--- config.mk ---
export PLATFORM = sky130hd
export DESIGN_NAME = sum_product_unit
export DESIGN_NICKNAME = d
export VERILOG_FILES = /design/src/rtl/sum_product_pkg.sv /design/src/rtl/shift_add_mul.sv /design/src/rtl/sum_product_unit.sv
export SDC_FILE = /design/constraint.sdc
export NUM_CORES = 1
export LEC_CHECK = 0
export ABC_AREA = 1
export CAP_MARGIN = 30
export CORE_ASPECT_RATIO = 1.1
export CORE_MARGIN = 2
export CORE_UTILIZATION = 55
export CTS_CLUSTER_DIAMETER = 40
export DETAILED_ROUTE_END_ITERATION = 8
export PLACE_DENSITY = 0.79
export SLEW_MARGIN = 20
export SYNTH_ARGS = -nofsm -noshare
export SYNTH_HDL_FRONTEND = slang
export SYNTH_SLANG_ARGS = --single-unit
--- constraint.sdc ---
create_clock -name clk -period 4.2 [get_ports clk]
set_input_delay 0.42 -clock clk [delete_from_list [all_inputs] [get_ports clk]]
set_output_delay 0.42 -clock clk [all_outputs]
set_load 0.05 [all_outputs]
--- src/rtl/sum_product_pkg.sv ---
// Shared types and constants for the sum/product unit: FSM state encoding,
// counter sizing helper and reset values.
package sum_product_pkg;

  typedef enum logic [1:0] {
    IDLE = 2'd0,
    BUSY = 2'd1,
    DONE = 2'd2
  } state_e;

  // Bit counter must be able to hold WIDTH itself.
  function automatic int cnt_w(input int width);
    return $clog2(width + 1);
  endfunction

  localparam state_e RST_STATE     = IDLE;
  localparam logic   RST_IN_READY  = 1'b1;
  localparam logic   RST_OUT_VALID = 1'b0;
  localparam logic   RST_BUSY      = 1'b0;
  localparam logic   RST_ACC_OVF   = 1'b0;

endpackage

--- src/rtl/shift_add_mul.sv ---
// Iterative unsigned shift-add multiplier, one multiplier bit per clock.
// done_o/product_o are valid combinationally on the final iteration edge.
module shift_add_mul
  import sum_product_pkg::*;
#(
  parameter int WIDTH = 8
) (
  input  logic               clk,
  input  logic               rst,
  input  logic               start_i,
  input  logic [WIDTH-1:0]   a_i,
  input  logic [WIDTH-1:0]   b_i,
  output logic               done_o,
  output logic [2*WIDTH-1:0] product_o
);

  localparam int CW = cnt_w(WIDTH);
  localparam int PW = 2 * WIDTH;

  logic [PW-1:0]    a_q, part_q, part_d;
  logic [WIDTH-1:0] b_q, b_sh;
  logic [CW-1:0]    cnt_q;
  logic             run_q;
  logic             last;

  assign b_sh = b_q >> cnt_q;
  assign last = run_q && (cnt_q == CW'(WIDTH - 1));

  always_comb begin
    part_d = part_q;
    if (b_sh[0]) part_d = part_q + (a_q << cnt_q);
  end

  always_ff @(posedge clk) begin
    if (rst) begin
      a_q    <= '0;
      b_q    <= '0;
      part_q <= '0;
      cnt_q  <= '0;
      run_q  <= 1'b0;
    end else if (start_i) begin
      a_q    <= PW'(a_i);
      b_q    <= b_i;
      part_q <= '0;
      cnt_q  <= '0;
      run_q  <= 1'b1;
    end else if (run_q) begin
      part_q <= part_d;
      // Counter parks on the last bit so the b_q select never leaves range.
      if (last) run_q <= 1'b0;
      else      cnt_q <= cnt_q + 1'b1;
    end
  end

  assign done_o    = last;
  assign product_o = part_d;

endmodule

--- src/rtl/sum_product_unit.sv ---
// Handshaked sum/product engine with optional running product accumulator.
// Define SUM_PRODUCT_MON_DISPLAY_EN for simulation accept/completion messages.
module sum_product_unit
  import sum_product_pkg::*;
#(
  parameter int WIDTH = 8,
  parameter int ACC_W = 2 * WIDTH
) (
  input  logic               clk,
  input  logic               rst,
  input  logic               in_valid,
  output logic               in_ready,
  input  logic [WIDTH-1:0]   in_a,
  input  logic [WIDTH-1:0]   in_b,
  input  logic               in_acc,
  input  logic               acc_clear,
  output logic               out_valid,
  input  logic               out_ready,
  output logic [WIDTH:0]     out_sum,
  output logic [2*WIDTH-1:0] out_product,
  output logic [ACC_W-1:0]   out_acc,
  output logic               acc_ovf,
  output logic               busy
);

  state_e state_q, state_d;

  logic [WIDTH:0]     sum_q, sum_d;
  logic [2*WIDTH-1:0] prod_q, prod_d;
  logic [ACC_W-1:0]   acc_q, acc_d;
  logic               ovf_q, ovf_d;
  logic               acc_en_q, acc_en_d;
  logic [ACC_W:0]     acc_sum;
  logic               accept, mul_done;
  logic [2*WIDTH-1:0] mul_product;

  assign accept = in_valid && in_ready;

  shift_add_mul #(.WIDTH(WIDTH)) u_mul (
    .clk       (clk),
    .rst       (rst),
    .start_i   (accept),
    .a_i       (in_a),
    .b_i       (in_b),
    .done_o    (mul_done),
    .product_o (mul_product)
  );

  always_ff @(posedge clk) begin
    if (rst) state_q <= RST_STATE;
    else     state_q <= state_d;
  end

  always_comb begin
    state_d = state_q;
    case (state_q)
      IDLE:    if (accept)    state_d = BUSY;
      BUSY:    if (mul_done)  state_d = DONE;
      DONE:    if (out_ready) state_d = IDLE;
      default:                state_d = IDLE;
    endcase
  end

  always_comb begin
    in_ready  = (state_q == IDLE);
    out_valid = (state_q == DONE);
    busy      = (state_q != IDLE);
  end

  assign acc_sum = {1'b0, acc_q} + (ACC_W + 1)'(mul_product);

  always_comb begin
    sum_d    = sum_q;
    acc_en_d = acc_en_q;
    prod_d   = prod_q;
    acc_d    = acc_q;
    ovf_d    = ovf_q;
    if (accept) begin
      sum_d    = (WIDTH + 1)'(in_a) + (WIDTH + 1)'(in_b);
      acc_en_d = in_acc;
    end
    if (mul_done) prod_d = mul_product;
    // Clear wins over a same-edge accumulation.
    if (acc_clear) begin
      acc_d = '0;
      ovf_d = 1'b0;
    end else if (mul_done && acc_en_q) begin
      acc_d = acc_sum[ACC_W-1:0];
      if (acc_sum[ACC_W]) ovf_d = 1'b1;
    end
  end

  always_ff @(posedge clk) begin
    if (rst) begin
      sum_q    <= '0;
      prod_q   <= '0;
      acc_q    <= '0;
      ovf_q    <= RST_ACC_OVF;
      acc_en_q <= 1'b0;
    end else begin
      sum_q    <= sum_d;
      prod_q   <= prod_d;
      acc_q    <= acc_d;
      ovf_q    <= ovf_d;
      acc_en_q <= acc_en_d;
    end
  end

  assign out_sum     = sum_q;
  assign out_product = prod_q;
  assign out_acc     = acc_q;
  assign acc_ovf     = ovf_q;

`ifdef SUM_PRODUCT_MON_DISPLAY_EN
  always @(posedge clk) begin
    if (!rst) begin
      if (accept)
        $display("SPU accept a=%0d b=%0d acc=%0d", in_a, in_b, in_acc);
      if (mul_done)
        $display("SPU done sum=%0d product=%0d out_acc=%0d ovf=%0d",
                 sum_q, mul_product, acc_d, ovf_d);
    end
  end
`else
  // Monitor not built; datapath is identical either way.
`endif

endmodule

* Word level (Yosys, flattened, before mapping) *
Index checks and enable logic that the tools add are counted.

storage, ports and cells
  bits in registers = 82
  input port bits = 22
  output and inout bits = 45
  word-level logic and storage cells = 42

operators by class
  $add $sub $neg = 4
  eq/ne operators = 6
  shift operators = 2
  multiplexer cells = 8
  bitwise logic cells = 1
  reduce and logical (&&, ||, !) cells = 10

operators with widths
  cell                                                                     count
  16-bit by 16-bit adder with 17-bit output                                1
  16-bit adder                                                             1
  16-bit two-way mux                                                       1
  8-bit by 4-bit left shift with 16-bit output                             1
  8-bit by 8-bit adder with 9-bit output                                   1
  8-bit by 4-bit >> shifter with 1-bit output                              1
  2-bit two-way mux                                                        3
  2-bit case mux with 3 select lines                                       1
  4-bit by 1-bit adder with 4-bit output, second input constant            1
  4-bit by 3-bit == test with 1-bit output, second input constant          1
  2-bit by 1-bit inequality test with 1-bit output, second input constant  2
  2-bit AND reduction                                                      2
  2-bit OR reduction                                                       2
  1-bit logical AND                                                        3
  1-bit two-way mux                                                        3
  3-bit AND reduction                                                      1
  2-bit by 1-bit == test with 1-bit output, second input constant          1
  2-bit == test, second input constant                                     1
  2-bit logical NOT                                                        1
  2-bit inequality test, second input constant                             1
  2-bit nonzero test                                                       1
  1-bit inverter                                                           1

* Longest topological paths before layout *
Gate-level depths: netlist (run 1).

  depth after elaboration = 5
  depth in mapped cells = 31

* By module *
From an unflattened synthesis (run 1), not the netlist that was laid out.

second synthesis, totals
  cell total of the unflattened synthesis = 922
  area total of the unflattened synthesis = 5863.1 µm²

modules (own cells, without submodules)
  module            times used  cells each  area an instance (µm²)
  sum_product_unit  1           455         2989.1
  shift_add_mul     1           467         2874.0

* Worst setup path after synthesis (run 1) *
OpenSTA, ideal clock, no wires.

  kind = reg-to-reg
  start = register u_mul.cnt_q[0]
  end = register acc_q[15] (netlist: out_acc[15])
  setup time = 0.114 ns
  arrival time = 3.450 ns
  slack = 0.636 ns
  stages on the path, launching flop included = 28
  buffers on the path = 2
  clock period less this slack = 3.564 ns
  cells stage by stage = dfxtp_1 -> buf_2 -> buf_2 -> o21ai_0 -> mux2i_1 -> nand2_1 -> o21ai_0 -> nor2_1 -> ha_1 -> nand2_1 -> nand3b_1 -> a21boi_0 -> nor2_1 -> nand2_1 -> nand3_1 -> o21ai_1 -> inv_1 -> ha_1 -> nand2_1 -> inv_1 -> nor3_1 -> nor2_1 -> nor2_1 -> o21ai_0 -> nand2_1 -> nand2_1 -> o21bai_1 -> inv_1

between the ends
  longest elaborated chain between the ends = 4
  elaborated cells between the ends (all ways) = 8

ends and longest elaborated chain
  element                                       line                     text
  from (decl)                                   shift_add_mul.sv:22      logic [CW-1:0] cnt_q;
  from (signal assigned)                        shift_add_mul.sv:51      else cnt_q <= cnt_q + 1'b1;
  8-bit by 4-bit left shift with 16-bit output  shift_add_mul.sv:31      if (b_sh[0]) part_d = part_q + (a_q << cnt_q);
  16-bit adder                                  shift_add_mul.sv:31
  16-bit two-way mux *                          shift_add_mul.sv:31
  named net mul_product[10]                     sum_product_unit.sv:35   logic [2*WIDTH-1:0] mul_product;
  16-bit by 16-bit adder with 17-bit output *   sum_product_unit.sv:70   assign acc_sum = {1'b0, acc_q} + (ACC_W + 1)'(mul_product);
  to (signal assigned)                          sum_product_unit.sv:97   acc_q <= '0;
  to (signal assigned)                          sum_product_unit.sv:103  acc_q <= acc_d;
  to (decl)                                     sum_product_unit.sv:30   logic [ACC_W-1:0] acc_q, acc_d;

Mark *: on every way through the listed nets, which the timed path passes. The rest lies on a longest branch.
A chain may end at the register's enable or synchronous reset.

* Final worst setup path (run 1) *
  start = register u_mul.cnt_q[0]
  end = register acc_q[14] (netlist: out_acc[14])

The elaborated chain is that of the path after synthesis.

==> flow_summary_export.csv, run 1 <==
group,metric,value,unit
sta,min_period,3.96,ns
final_layout,most-common-layout-cells,"165 x nand2_1, 105 x inv_1, 81 x o21ai_0",
floorplan,io_pins,67,
synth,netlist_instances,795,
sta,rsz0062_at_grt,"yes",
synth,ys_types,42,
route,drt-pass1-iter-count,5,
synth,yosys-top-cells-area,"dfxtp_1 30%, nand2_1 11%, ha_1 9.7%",
sta,worst_pin_slew,0.668,ns
route,drt-total-wl,14.5,mm
setup_path,cp.required,4.47,ns
setup_path,crit_fanout,17,
cts,clock-sinks,82,
setup_path,worst_setup_path_start_kind,"flop",
synth,ys.flop_type,"dfxtp_1",
sta,finClkSkew,0.00655,ns
min_path,hp-class,"flop to flop",
synth,synth_nets,862,
place,port_buffers,66,
synth,synth-seq-cells,82,
synth,synth_area,5410,um^2
route,viasPerCell,5.54,
setup_path,crit_top_cell,"nand2_1",
cts,path_clk_slew,0.09,ns
setup_path,critPathKind,"flop to flop",
route,drt_iter0_drc,283,
global_routing,grt_usage,0.272,
route,wl_per_cell,14.8,um
place,place_ws,0.0815,ns
sta,max_freq,253,MHz
final_layout,drive_above_1_share,0.0705,
floorplan,fp.coreArea,9440,um^2
synth,async_flop_share,0,
synth,synth_top_area_frac,0.304,
cts,cts_hold_buf,0,
sta,hold_viol,0,
floorplan,die_x,98.5,um
run,maxCapViolCount,0,
floorplan,start_util,0.572,
sta,maxSlewHeadroom,0.554,
sta,setup_violations,0,
final_layout,final_common_cell,"nand2_1",
power_and_ir_drop,power.total,2.00,mW
synth,yosys.area.top_type,"dfxtp_1",
synth,synth_edf_count,0,
global_routing,grt_first_pass_wirelength,23.4,mm
setup_path,worstPathArrival,4.22,ns
route,post-route-drc-count,0,
synth,ys_seq_area_frac,0.304,
route,antenna_left,0,
power_and_ir_drop,powerDensity,311,nW/um^2
cts,cts_made_buffers,9,
final_layout,stdcell_area,6430,um^2
route,vias,5442,
final_layout,num_antenna_cells,0,
place,dpl-instance-area,6140,um^2
global_routing,grt_pass1_vias,4923,
setup_path,critPathCaptureType,"flop",
place,dpl.cell_count,962,
floorplan,fp-row-count,37,
setup_path,crit_path_max_incr_delay,0.36,ns
synth,syn-mean-instance-area,6.80,um^2
synth,synth_warnings,0,
sta,final.period_utilization,0.942,
final_layout,fin_nets,927,
final_layout,synthToLayoutAreaGrowth,19.0,%
cts,cts_tree,"done",
cts,cts_root_buffer,"clkbuf_8",
cts,cts_buffer_depth,2,
power_and_ir_drop,power.leakage,3.17,nW
floorplan,die_area,10600,um^2
floorplan,die_h,108,um
sta,finalWorstSetupSlack,0.245,ns
place,dp_hpwl,11.1,mm
cts,clk_latency,0.37,ns
setup_path,cpMaxStageDelayCell,"dfxtp_2",
global_routing,grt_overflow,0,
global_routing,grt_antenna_before_repair,0,
cts,htree_levels,3,
global_routing,grt_max_degree,32,
power_and_ir_drop,vdd.ir_drop.worst,0.264,mV
place,place_congestion,0.877,
setup_path,path_cells,"buf_6 -> o21ai_0 -> mux2i_1 -> buf_4 -> o221ai_1 -> ha_1 -> nand2_1 -> inv_1 -> nand2_1 -> nand3_1 -> a21oi_1 -> inv_1 -> nand2_1 -> nand3_1 -> o21ai_2 -> inv_1 -> ha_1 -> nand2_1 -> o21ai_1 -> a31oi_2 -> nand3_1 -> nand2_1 -> nor2_1 -> nor2_1",
outcome,outcome,"finished, final reports clean",
final_layout,stdcell_count,982,
sta,slew_viol_final,0,
-- cells by family after synthesis --
logic type	Yosys count	share of synthesized area
and+or+nand+nor	304	0.241
buffers and inverters	134	0.101
muxes	1	0.00185
xor gates and xnor gates	12	0.0194
adders and majority gates	45	0.108
DFF	82	0.304
AOI/OAI and AO/OA	217	0.225
-- where the power goes --
group / switching [mW] / leakage, nW / internal, mW / total (mW)
Sequential: 0.0298 / 0.669 / 0.816 / 0.846
Clock: 0.319 / 0.101 / 0.296 / 0.615
Combinational: 0.347 / 2.40 / 0.191 / 0.538
-- critical path: cells and delay by family (launching register included) --
kind / cells / cell delay, ns
AOI/OAI and AO/OA: 6 / 1.28
and+or+nand+nor: 10 / 0.85
adders and majority gates: 2 / 0.64
buffers and inverters: 5 / 0.57
DFF: 1 / 0.36
muxes: 1 / 0.16
-- metrics by stage --
stage | hold WS [ns] | TNS [ns] | util
2_1_floorplan | 0.437 | 0 | -
6_report | 0.463 | 0 | 0.681
5_1_grt | 0.497 | -0.0560 | 0.681
3_5_place_dp | 0.446 | 0 | 0.650
4_1_cts | 0.469 | 0 | 0.672
3_3_place_gp | 0.441 | 0 | 0.649
-- timing repair --
item                       in CTS  in global routing
resized for setup               0                 22
setup buffers                   0                  4
setup endpoints to repair       0                 11
-- cells in the mapped netlist, types with 3 or more instances --
master and instances:
o22ai_1 3, xor2_1 10, o221ai_1 3, inv_1 107
buf_2 9, nand2_1 165, or2_2 5, o21ai_1 13
buf_4 4, a22o_1 9, nand3b_1 3, nor2_1 67
a21o_1 5, a21oi_1 74, o21ai_2 4, a31oi_1 5
nand3_1 46, a21boi_0 3, nor3_1 3, o21bai_1 7
ha_1 42, o21a_1 3, nand4_1 5, clkbuf_1 8
fa_1 3, dfxtp_1 82, o21ai_0 85, inv_2 3
-- flip-flops by register name (all words and copies together), names as in the netlist --
signal / flops
out_sum: 9
acc_en_q: 1
u_mul.b_q: 8
out_product: 16
u_mul.run_q: 1
out_acc: 16
u_mul.part_q: 16
acc_ovf: 1
state_q: 2
u_mul.cnt_q: 4
u_mul.a_q: 8
-- layer usage --
metal,track usage,routed length (um),vias up
li1,-,-,2769
met1,0.378,6790,2497
met2,0.426,6650,154
met3,0.0375,781,22
met4,0.116,311,0
met5,0,0,-
-- path summary, 6_finish.rpt --
path	start	endpoint	slack [ns]	cells past startpoint
max	u_mul.cnt_q[0]	out_acc[14]	0.24	24
min	out_sum[1]	out_sum[1]	0.46	2
max reg2reg	u_mul.cnt_q[0]	out_acc[14]	0.24	24
min reg2reg	out_sum[1]	out_sum[1]	0.46	2
-- layout make-up --
cell class                      count  area (um^2)
Clock buffer                       11          141
Clock inverter                      5         62.6
Fill cell                         847         3010
Inverter                          111          423
Multi-Input combinational cell    579         3260
Sequential cell                    82         1650
Tap cell                          117          146
Timing Repair Buffer               77          747
Power figures use the tool's default switching activity.
==> inputs of run 2 (changes only) <==
--- a/config.mk
+++ b/config.mk
@@ -5,7 +5,7 @@
 export SDC_FILE = /design/constraint.sdc
 export NUM_CORES = 1
 export LEC_CHECK = 0
-export ABC_AREA = 1
+export ABC_AREA = 0
 export CAP_MARGIN = 30
 export CORE_ASPECT_RATIO = 1.1
 export CORE_MARGIN = 2
==> flow_summary_export.csv, run 2 <==
group,metric,value,unit
floorplan,fp.coreArea,9310,um^2
synth,synth_warnings,0,
outcome,outcome,"finished, violations left",
power_and_ir_drop,powerDensity,278,nW/um^2
global_routing,grt_antenna_before_repair,0,
synth,synth_edf_count,0,
cts,clock-sinks,82,
sta,final.period_utilization,1.03,
sta,min_period,4.33,ns
final_layout,synthToLayoutAreaGrowth,29.7,%
setup_path,cp.required,4.49,ns
global_routing,grt_pass1_vias,4972,
global_routing,grt_overflow,0,
cts,cts_made_buffers,9,
cts,clk_latency,0.37,ns
final_layout,post-route-util,0.732,
power_and_ir_drop,p_seq_frac,0.435,
route,drt_iter0_drc,329,
global_routing,grt_usage,0.268,
setup_path,rr_startpoint,"u_mul.cnt_q[1]",
sta,maxSlewHeadroom,0.455,
floorplan,fp-row-count,37,
floorplan,io_pins,67,
setup_path,crit_start,"u_mul.cnt_q[1]",
route,antenna_left,0,
power_and_ir_drop,switchingPower,0.526,mW
synth,netlist_instances,676,
sta,rsz0062_at_grt,"yes",
synth,yosys.area.top_type,"dfxtp_1",
synth,async_flop_share,0,
place,dpl.cell_count,853,
sta,max_freq,231,MHz
power_and_ir_drop,vdd.ir_drop.worst,0.230,mV
place,place_ws,-0.130,ns
route,drt-total-wl,15.1,mm
cts,htree_levels,3,
synth,synth_top_area_frac,0.313,
final_layout,stdcell_count,891,
route,wl_per_cell,16.9,um
synth,synth_nets,743,
sta,setup_violations,5,
final_layout,most-common-layout-cells,"109 x nand2_1, 83 x a21oi_1, 79 x dfxtp_1",
final_layout,drive_above_1_share,0.164,
power_and_ir_drop,power.internal,1.37,mW
final_layout,final_common_cell,"nand2_1",
route,drt-pass1-iter-count,6,
place,port_buffers,66,
synth,synth_area,5250,um^2
setup_path,rrSetupSlack,-0.13,ns
synth,synth.most_common_cell,"nand2_1",
place,dpl-instance-area,6170,um^2
sta,hold_viol,0,
floorplan,start_util,0.564,
cts,cts_root_buffer,"clkbuf_8",
power_and_ir_drop,p_comb_frac,0.189,
cts,cts_tree,"done",
min_path,min_from,"u_mul.b_q[1]",
synth,ys_top_cells_by_count,"110 x nand2_1, 88 x a21oi_1, 82 x dfxtp_1, 54 x nor2_1, 42 x ha_1",
route,vias,5412,
sta,whs,0.457,ns
route,viasPerCell,6.07,
setup_path,critPathCaptureType,"flop",
sta,finalWorstSetupSlack,-0.127,ns
cts,path_clk_slew,0.09,ns
synth,syn-mean-instance-area,7.77,um^2
power_and_ir_drop,clkPwrFrac,0.376,
setup_path,worstPathArrival,4.62,ns
power_and_ir_drop,power.total,1.89,mW
place,dp_hpwl,10.5,mm
outcome,violations,"negative setup slack",
place,place_congestion,0.975,
final_layout,fin_nets,836,
setup_path,critPathKind,"flop to flop",
sta,worst_pin_slew,0.815,ns
synth,ys.flop_type,"dfxtp_1",
floorplan,die_area,10300,um^2
floorplan,die_x,97.2,um
synth,ys_types,55,
setup_path,worst_setup_path_start_kind,"flop",
sta,slew_viol_final,0,
floorplan,die_h,106,um
power_and_ir_drop,p_sw_frac,0.278,
run,maxCapViolCount,0,
synth,yosys-top-cells-area,"dfxtp_1 31%, ha_1 10%, a21oi_1 8.4%",
final_layout,stdcell_area,6810,um^2
route,post-route-drc-count,0,
synth,synth-seq-cells,82,
synth,ys_seq_area_frac,0.313,
global_routing,grt_first_pass_wirelength,22.6,mm
sta,finClkSkew,0.0151,ns
global_routing,grt_max_degree,31,
min_path,hp-class,"flop to flop",
cts,cts_buffer_depth,2,
final_layout,num_antenna_cells,0,
setup_path,crit_fanout,8,
power_and_ir_drop,power.leakage,2.77,nW
sta,setup_tns,-0.432,ns
-- run 2: changes by cell type after synthesis, sizes merged, moves of 8 or more --
cell and delta:
a211oi +16, nand3 -26, mux2i +19, nand2 -56, a21oi +14, a22o -9, nor2 -17, o21ai -61
xnor2 +19, clkbuf +20, nor3 +10, inv -86, nor2b +8
-- run 2: final timing paths --
kind             endpoint  depth (start not counted)
max reg2reg   out_acc[13]                         20
max           out_acc[13]                         20
min reg2reg  u_mul.b_q[1]                          2
min          u_mul.b_q[1]                          2
-- run 2: kinds of logic (layout without fill, tap and decap cells) --
kind of cell | count (synthesis) | after routing | share of synthesized area
and+or+nand+nor | 231 | 231 | 0.192
AOI/OAI and AO/OA | 198 | 198 | 0.225
DFF | 82 | 82 | 0.313
buffers and inverters | 63 | 161 | 0.0481
adders and majority gates | 45 | 45 | 0.112
muxes | 29 | 29 | 0.0639
xor gates and xnor gates | 28 | 28 | 0.0467
-- run 2: timing repair --
item,in CTS,in global routing
buffers inserted,4,18
endpoints found under the setup margin,5,8
gates resized for setup,7,49
gates cloned,0,0
hold buffers,0,0
pin swaps,5,39
-- run 2: area by class of cell --
class | instances | area, um^2
multi-input cells | 531 | 3580
repair buffers | 120 | 1090
clock buffers | 12 | 145
well taps | 117 | 146
clock inverters | 4 | 98.8
inverters | 25 | 93.8
fillers | 680 | 2500
flip-flops and latches | 82 | 1650
-- run 2: critical path, cell delays in order, from the launching register on --
cell and delay (ns):
dfxtp_2 0.34, buf_12 0.12, mux4_2 0.50, mux2i_1 0.22
nor2_1 0.10, ha_1 0.33, a211o_1 0.27, o31a_1 0.34
buf_4 0.16, inv_2 0.05, a21oi_2 0.05, xnor2_1 0.20
a21oi_1 0.12, ha_2 0.20, or3_1 0.31, o21ai_1 0.08
a21oi_1 0.07, a41oi_2 0.25, buf_4 0.18, nand4_1 0.12
a31oi_1 0.24
-- run 2: power by group through the flow --
stage / combinational, mW / clock [mW] / sequential, mW
4_1_cts: 0.330 / 0.717 / 0.821
3_3_place_gp: 0.319 / 0 / 0.838
2_1_floorplan: 0.199 / 0 / 0.858
5_1_grt: 0.389 / 0.753 / 0.826
6_report: 0.359 / 0.711 / 0.823
3_5_place_dp: 0.327 / 0 / 0.839
-- run 2: layer usage --
| layer | share of wire | global-route usage |
|---|---|---|
| met1 | 0.40 | 0.307 |
| met4 | 0.043 | 0.146 |
| met3 | 0.052 | 0.0316 |
| met2 | 0.51 | 0.484 |
| met5 | 0 | 0 |
